## config.mk

```make
export PLATFORM = sky130hd
export DESIGN_NAME = seven_segment_counter_mux
export DESIGN_NICKNAME = d
export VERILOG_FILES = /design/src/rtl/seven_segment_counter_mux.sv
export SDC_FILE = /design/constraint.sdc
export NUM_CORES = 1
export LEC_CHECK = 0
export BUFFER_PORTS_ARGS = -buffer_cell sky130_fd_sc_hd__buf_4
export CAP_MARGIN = 20
export CORE_MARGIN = 2
export CORE_UTILIZATION = 25
export DETAILED_ROUTE_END_ITERATION = 12
export HOLD_SLACK_MARGIN = 0.08
export MAX_ROUTING_LAYER = met4
export SETUP_SLACK_MARGIN = 0.02
export SYNTH_ARGS = -nofsm -noshare
export SYNTH_HDL_FRONTEND = slang
export SYNTH_SLANG_ARGS = --single-unit
```

## constraint.sdc

```tcl
create_clock -name clk -period 2.65 [get_ports clk]
set_input_delay 0.3975 -clock clk [delete_from_list [all_inputs] [get_ports clk]]
set_output_delay 0.3975 -clock clk [all_outputs]
set_load 0.05 [all_outputs]
```

## src/rtl/seven_segment_counter_mux.sv

```systemverilog
// rtl/seven_segment_counter_mux.sv - multi-digit BCD up/down counter with multiplexed seven-segment driver
module seven_segment_counter_mux #(
    parameter int NUM_DIGITS = 4,
    parameter int TICK_COUNT = 1000,
    parameter int MUX_COUNT  = 16
) (
    input  logic                  clk,
    input  logic                  reset,
    input  logic                  run,
    input  logic                  down,
    input  logic                  clear,
    input  logic                  hold,
    output logic [6:0]            segments,
    output logic [NUM_DIGITS-1:0] digit_sel,
    output logic                  tick,
    output logic                  wrap
);
    localparam int PW = (TICK_COUNT > 1) ? $clog2(TICK_COUNT) : 1;
    localparam int MW = (MUX_COUNT > 1) ? $clog2(MUX_COUNT) : 1;
    localparam int IW = (NUM_DIGITS > 1) ? $clog2(NUM_DIGITS) : 1;

    logic [PW-1:0] presc;
    logic [MW-1:0] mux_presc;
    logic [IW-1:0] idx;
    logic [3:0]    count      [NUM_DIGITS];
    logic [3:0]    snap       [NUM_DIGITS];
    logic [3:0]    count_next [NUM_DIGITS];
    logic          step;
    logic          ripple;

    // Carry/borrow ripples from digit 0 upward; surviving past the top digit means full-range wrap.
    always_comb begin
        step   = run && (presc == PW'(TICK_COUNT - 1));
        ripple = 1'b1;
        for (int i = 0; i < NUM_DIGITS; i++) begin
            count_next[i] = count[i];
            if (ripple) begin
                if (down) begin
                    count_next[i] = (count[i] == 4'd0) ? 4'd9 : count[i] - 4'd1;
                    ripple        = (count[i] == 4'd0);
                end else begin
                    count_next[i] = (count[i] == 4'd9) ? 4'd0 : count[i] + 4'd1;
                    ripple        = (count[i] == 4'd9);
                end
            end
        end
    end

    always_ff @(posedge clk) begin
        if (reset) begin
            presc     <= '0;
            mux_presc <= '0;
            idx       <= '0;
            tick      <= 1'b0;
            wrap      <= 1'b0;
            for (int i = 0; i < NUM_DIGITS; i++) begin
                count[i] <= 4'd0;
                snap[i]  <= 4'd0;
            end
        end else begin
            if (mux_presc == MW'(MUX_COUNT - 1)) begin
                mux_presc <= '0;
                idx       <= (idx == IW'(NUM_DIGITS - 1)) ? '0 : idx + 1'b1;
            end else begin
                mux_presc <= mux_presc + 1'b1;
            end

            if (!hold) begin
                for (int i = 0; i < NUM_DIGITS; i++) snap[i] <= count[i];
            end

            if (clear) begin
                presc <= '0;
                tick  <= 1'b0;
                wrap  <= 1'b0;
                for (int i = 0; i < NUM_DIGITS; i++) count[i] <= 4'd0;
            end else begin
                tick <= step;
                wrap <= step && ripple;
                if (run) presc <= step ? '0 : presc + 1'b1;
                if (step) begin
                    for (int i = 0; i < NUM_DIGITS; i++) count[i] <= count_next[i];
                end
            end
        end
    end

    assign digit_sel = NUM_DIGITS'(1) << idx;

    always_comb begin
        unique case (snap[idx])
            4'd0:    segments = 7'h3F;
            4'd1:    segments = 7'h06;
            4'd2:    segments = 7'h5B;
            4'd3:    segments = 7'h4F;
            4'd4:    segments = 7'h66;
            4'd5:    segments = 7'h6D;
            4'd6:    segments = 7'h7D;
            4'd7:    segments = 7'h07;
            4'd8:    segments = 7'h7F;
            4'd9:    segments = 7'h6F;
            default: segments = 7'h00;
        endcase
    end
endmodule

```

# Word level (Yosys, flattened, before mapping)
# Memory sizes are Yosys's and may differ from the RTL's. A register that Yosys moved wholly into a read port is not among the register bits.
# Cells that the tools add are included.
# word_totals
ff_bits	18
latchBits	0
ram_bits	32
romBits	112
inputBits	6
out_inout_bits	13
n_memories	3
# op_classes
addsub	11
multipliers	0
div	0
n_lt_le_gt_ge	0
n_eq_ne	7
n_shift	1
mux	50
n_bitwise	12
n_reduce_logical	8
# mem_list
memory	depth	word_bits	rd	rd_clocked_by_memory_dff	wr	line_no	text
(name not given)	16	7	1	0	0	91	unique case (snap[idx])
count	4	4	4	0	4	25	logic [3:0] count [NUM_DIGITS];
snap	4	4	1	1	4	26	logic [3:0] snap [NUM_DIGITS];
# op_table
cell	count
4-bit two-way mux	27
4-bit by 1-bit adder with 4-bit output (second input constant)	5
4-bit == test (second input constant)	5
1-bit two-way mux	19
4-bit zero test	4
4-bit by 1-bit subtractor with 4-bit output (second input constant)	4
1-bit OR	12
10-bit by 1-bit adder with 10-bit output (second input constant)	1
10-bit == test (second input constant)	1
10-bit two-way mux	1
2-bit two-way mux	3
2-bit OR reduction	2
1-bit by 2-bit left shift with 4-bit output (first input constant)	1
2-bit by 1-bit adder with 2-bit output (second input constant)	1
2-bit == test (second input constant)	1
1-bit logical AND	2

# Logic depth before layout (Yosys ltp)
# Gate-level depths: netlist of the first run.
# depth
word_depth	7
ltp_mapped	7
depth_no_buf	6

# Least setup slack after synthesis of the first run
# No wires, ideal clock.
# synth_timing
path_kind	register -> output
startpoint	register with a tool-made name
endpoint	output port segments[1]
arrival_time_ps	2620
required_time_ps	2253
path_slack_ps	-367
stages_incl_launch_ff	6
path_buffers	1
cell_sequence	dfxtp_1 clkbuf_1 mux4_2 inv_1 ha_1 o21ai_0
# synth_lines
element	line_no	text
end, declared	13	output logic [6:0] segments,

==> results of run 1 <==
-- cell usage in the layout, fill, tap and decap left out, types with 3 or more instances in the layout --
master	synthesis	final
o21ai_0	15	14
nand3_1	5	5
clkbuf_16	0	5
nand3b_1	4	4
nand2b_1	5	5
a211oi_1	4	4
nand2_1	27	27
and2_1	15	15
a21oi_1	18	18
dfxtp_1	24	23
a22oi_1	3	3
mux4_2	4	4
buf_4	1	22
a21o_1	4	4
nor3b_1	4	4
inv_1	12	12
nor2b_1	3	3
nor2_1	34	34
o21ai_1	3	4
nand4_1	4	4
and3b_1	3	3
nor3_1	9	9
edfxtp_1	28	28
xor2_1	8	8
mux2i_1	4	4
xnor2_1	7	7
ha_1	16	16
and3_1	3	3
-- registers in the layout, indices dropped and copies added (netlist names), named ones only --
register,cells
idx,2
mux_presc,4
presc,10
snap,16
count,16
tick,1
wrap,1
-- final cells by class --
| cell class | instances | area share |
|---|---|---|
| multi-input cells | 238 | 0.4655 |
| flip-flops and latches | 52 | 0.3794 |
| well taps | 147 | 0.05276 |
| repair buffers | 22 | 0.04738 |
| clock buffers | 5 | 0.03589 |
| inverters | 13 | 0.01400 |
| clock inverters | 3 | 0.005025 |
-- power breakdown --
part           internal [mW]  total, mW  switching [mW]
sequential             0.876      0.910          0.0335
clock                  0.349      0.640           0.291
combinational         0.0785      0.211           0.133
total                   1.30       1.76           0.458
-- kinds of logic (layout without fill, tap and decap cells) --
kind of cell / Yosys count / after routing / synth area share
multiplexers: 8 / 8 / 0.04236
AND/OR/NAND/NOR: 130 / 130 / 0.2289
buffers and inverters: 33 / 43 / 0.04562
AO/OA/AOI/OAI: 69 / 69 / 0.1450
flip-flops: 52 / 52 / 0.4301
XOR/XNOR: 15 / 15 / 0.04277
adder cells (fa/ha/maj): 16 / 16 / 0.06517
-- metrics by stage --
step / util / total power [mW] / area [um^2] / worst slack (ps)
final: 0.2902 / 1.761 / 3486 / 118.5
after global routing: 0.2902 / 1.831 / 3486 / 53.54
after global placement: 0.2782 / 1.135 / 3342 / 459.3
after CTS: 0.2901 / 1.779 / 3485 / 40.58
after detailed placement: 0.2782 / 1.140 / 3342 / 367.4
after floorplan: - / 1.080 / 3084 / 13.46
-- timing repair --
item | CTS | global route
endpoints found under the setup margin | 0 | 4
gates resized for setup | 0 | 1
setup buffers | 0 | 0
-- worst max-delay path: stages, from the launching register on --
cell and delay (ps):
dfxtp_2 400, mux4_2 620, inv_1 150, ha_1 160
nor2_1 40, o21bai_1 180, o21ai_1 90, buf_4 190
-- per-layer routing --
metal | track usage | vias up | part of all wire | wire length (um)
met2 | 0.1533 | 40 | 0.46 | 2691
met5 | - | - | 0 | 0
met3 | 0.01950 | 11 | 0.030 | 178
li1 | - | 1170 | - | -
met4 | 0.04418 | 0 | 0.024 | 142
met1 | 0.1153 | 1071 | 0.49 | 2863
-- final timing paths --
path	slack [ps]	to	start
worst max-delay path	120	segments[3]	register
worst min register to register	490	mux_presc[0]	mux_presc[0]
worst max register to register	750	count[3][3]	count[1][0]
worst min-delay path	320	presc[1]	run
==> run_results.csv, run 1 <==
group,metric,value,unit
outcome,status,"complete, no violations",
timing,clock_skew,6.135,ps
yosys,yosysWarnings,0,
timing,drv_slew,0,
floorplanning,fp-row-count,40,
yosys,syn_nets,345,
yosys,synth.top_cell.area_share,0.2737,
hold_path,hold_class,"in -> reg",
global_routing,antenna_found_initial,0,
power,ir_drop,0.2502,mV
timing,fmax,395.0,MHz
clock_network,cts_tree,"done",
timing,holdWs,323.7,ps
layout,drive_gt1_frac,0.1381,
worst_setup_path,end_kind,"primary output",
timing,fin_tns_setup,0,ps
worst_setup_path,crit_required,2250,ps
hold_path,hold_depth,2,
timing,period_needed,2531,ps
drt,drt-wirelength-per-cell,12.24,um
yosys,synth.avg_cell_area,9.510,um^2
yosys,yosysUniqueCellTypes,56,
drt,ant_nets,0,
global_routing,grt_max_degree,28,
worst_setup_path,critical_path_peak_fanout,8,
floorplanning,fp.coreArea,0.01201,mm^2
timing,finalHoldViolations,0,
power,powerDensity,505.2,mW/mm^2
layout,diodes,0,
place,hpwl,4214,um
place,dp.cells,472,
global_routing,grt_overflow_total,0,
timing,setup_violations,0,
layout,fin_cells,480,
yosys,synth_common_cells,"nor2_1, edfxtp_1, nand2_1, dfxtp_1, a21oi_1",
clock_network,numClockSinks,52,
clock_network,cts-buffers-inserted,5,
floorplanning,io_pins,19,
global_routing,grt_pass1_wl,9811,um
drt,drt_iter0_markers,88,
yosys,ys.flop_type,"edfxtp_1",
yosys,synthCells,323,
floorplanning,initial_core_util,0.2557,
clock_network,cts.path.max_buffers,2,
drt,dr.pass1.iters,4,
clock_network,clock_latency,290,ps
timing,rsz0062_at_grt,"no",
worst_setup_path,reg2reg_depth,4,
clock_network,cts.hold.buffers_added,0,
floorplanning,die_area,0.01319,mm^2
floorplanning,die_h,114.8,um
clock_network,cts_htree_levels,2,
global_routing,grt_pass1_vias,2107,
drt,via_per_inst,4.775,
yosys,yosysMostFrequentCell,"nor2_1",
layout,seqCellArea,0.001323,mm^2
job,cap_violations,0,
drt,detailroute.via_count,2292,
yosys,seq_area_frac_synth,0.4301,
yosys,synth.top_cells.by_area,"edfxtp_1, dfxtp_1, ha_1",
timing,slew_headroom,0.5463,
worst_setup_path,startpoint_type,"register",
clock_network,cts_root_buffer,"clkbuf_16",
yosys,synth_edf_count,28,
power,power_leakage,1.303,nW
layout,area_growth,13.48,%
layout,fillCellCount,1260,
global_routing,grtUsageTotal,0.09547,
yosys,async_flop_share,0,
worst_setup_path,crit_type,"reg -> out",
drt,wl,5875,um
yosys,ys_ff_latch,52,
clock_network,path_clk_slew,70,ps
place,port_buffers,18,
floorplanning,fp.dieW,114.8,um
yosys,syn_area,0.003072,mm^2
layout,multiInputGateArea,0.001623,mm^2
timing,worst_pin_slew,680.6,ps
place,gp_congestion,0.8053,
drt,drc,0,
layout,nets,354,
yosys,synth_largest_area_cell,"edfxtp_1",
timing,fin_crit_sh,0.9553,
worst_setup_path,worst_ep_arrival_time,2130,ps
(Power assumes the default switching activity.)
==> inputs of run 2 (changes only) <==
Settings changed: CORE_UTILIZATION 25 to 50, PLACE_DENSITY set to 0.68.
==> run 2 against run 1 <==
Compared with the run above: register-to-register slack hardly changed; hold slack worse by 16 ps; clock power is 20% lower; die area down 49%; critical path type unchanged; largest power group unchanged.
==> run_results.csv, run 2 (synthesized netlist as in run 1, its figures left out) <==
group,metric,value,unit
power,ir_drop,0.2559,mV
floorplanning,die_area,0.006786,mm^2
timing,rsz0062_at_grt,"no",
outcome,status,"complete, no violations",
power,total_power,1.631,mW
drt,via_per_inst,5.516,
timing,clock_skew,10.91,ps
global_routing,grt_pass1_vias,2036,
global_routing,grtUsageTotal,0.1832,
timing,fmax,409.2,MHz
hold_path,hold_class,"in -> reg",
floorplanning,initial_core_util,0.5188,
timing,period_needed,2444,ps
place,placed_cell_area,0.003244,mm^2
worst_setup_path,critical_path_peak_fanout,6,
power,power_leakage,1.294,nW
drt,dr.pass1.iters,4,
worst_setup_path,r2r_start,"count[1][0]",
clock_network,cts.path.max_buffers,2,
job,cap_violations,0,
power,power_frac_clock,0.313,
worst_setup_path,end_kind,"primary output",
layout,diodes,0,
layout,multiInputGateArea,0.001623,mm^2
layout,seqCellArea,0.001323,mm^2
layout,layout_common_cells,"nor2_1, edfxtp_1, nand2_1",
worst_setup_path,crit_chain,"mux4_2 -> inv_1 -> ha_1 -> nor2_1 -> o21bai_1 -> o21ai_1 -> buf_4",
place,gp_congestion,0.8269,
timing,fin_tns_setup,0,ps
timing,slew_headroom,0.5381,
layout,area_growth,9.572,%
floorplanning,io_pins,19,
floorplanning,fp.coreArea,0.005921,mm^2
global_routing,antenna_found_initial,0,
timing,drv_slew,0,
worst_setup_path,crit_type,"reg -> out",
layout,fin_cells,409,
place,dp.cells,399,
power,combPwrFrac,0.129,
clock_network,path_clk_slew,100,ps
layout,nets,355,
floorplanning,die_h,82.38,um
layout,fillCellCount,543,
worst_setup_path,critPathMaxStageDelay,590,ps
place,port_buffers,18,
clock_network,cts_tree,"done",
clock_network,cts_root_buffer,"clkbuf_8",
worst_setup_path,slowest_stage,"mux4_2",
layout,reg.largest.list,"count (16), snap (16), presc (10)",
power,internal-power,1.198,mW
place,hpwl,4015,um
clock_network,cts.hold.buffers_added,0,
floorplanning,fp-row-count,28,
drt,drc,0,
drt,drt_iter0_markers,146,
power,switching_share,0.2655,
global_routing,grt_overflow_total,0,
power,seqPwrFrac,0.558,
layout,drive_gt1_frac,0.1437,
power,p_sw,0.4331,mW
layout,final_common_cell,"nor2_1",
layout,stdcell_area,0.003366,mm^2
drt,ant_nets,0,
power,powerDensity,484.6,mW/mm^2
floorplanning,fp.dieW,82.38,um
global_routing,grt_pass1_wl,9321,um
worst_setup_path,startpoint_type,"register",
clock_network,cts-buffers-inserted,5,
timing,setup_violations,0,
clock_network,numClockSinks,52,
drt,wl,5615,um
clock_network,clock_latency,310,ps
timing,finalHoldViolations,0,
worst_setup_path,crit_required,2250,ps
timing,worst_pin_slew,692.9,ps
timing,fin_crit_sh,0.9222,
worst_setup_path,worst_ep_arrival_time,2050,ps
hold_path,hold_start,"run",
drt,detailroute.via_count,2256,
drt,drt-wirelength-per-cell,13.73,um
global_routing,grt_max_degree,35,
clock_network,cts_htree_levels,2,
==> run 2: through the flow <==
stage,hold WS [ps],utilization,setup WS [ps]
2_1_floorplan,449.5,-,13.46
3_3_place_gp,471.0,0.5480,474.7
3_5_place_dp,486.4,0.5480,407.1
4_1_cts,304.6,0.5657,67.33
5_1_grt,302.5,0.5685,74.60
6_report,307.7,0.5685,206.3
==> run 2: metal layers <==
metal | GRT usage | up-vias | share of wire
li1 | - | 1168 | -
met1 | 0.2309 | 1052 | 0.48
met2 | 0.3024 | 29 | 0.49
met3 | 0.03043 | 7 | 0.028
met4 | 0.05667 | 0 | 0.011
met5 | - | - | 0
==> run 2: power groups by stage <==
| stage | combinational, mW | clock [mW] | sequential (mW) |
|---|---|---|---|
| after floorplan | 0.176 | 0 | 0.904 |
| after global placement | 0.204 | 0 | 0.927 |
| after detailed placement | 0.208 | 0 | 0.928 |
| after CTS | 0.209 | 0.521 | 0.909 |
| after global routing | 0.233 | 0.555 | 0.915 |
| final | 0.211 | 0.511 | 0.909 |
==> run 2: worst paths after layout <==
kind	endpoint	slack (ps)	cells after the start
min	presc[1]	310	2
min reg2reg	presc[1]	500	2
max reg2reg	count[3][3]	740	4
max	segments[3]	210	7
==> run 2: worst max-delay path: cells and delay by family, from the launching register on <==
| kind | cells | cell delay, ps |
|---|---|---|
| buffers and inverters | 2 | 320 |
| AND/OR/NAND/NOR | 1 | 50 |
| flip-flops | 1 | 400 |
| multiplexers | 1 | 590 |
| adder cells (fa/ha/maj) | 1 | 150 |
| AO/OA/AOI/OAI | 2 | 250 |
==> run 2: repair_timing <==
item | 4_1_cts | 5_1_grt
endpoints found under the hold margin | 0 | 0
setup buffers | 0 | 2
resized for setup | 0 | 1
setup endpoints to repair | 0 | 5
==> run 2: cell type report <==
type,instances,share of cell area
flip-flops and latches,52,0.3929
repair buffers,23,0.05130
clock inverters,2,0.003346
well taps,75,0.02788
clock buffers,6,0.02788
multi-input cells,238,0.4822
inverters,13,0.01450
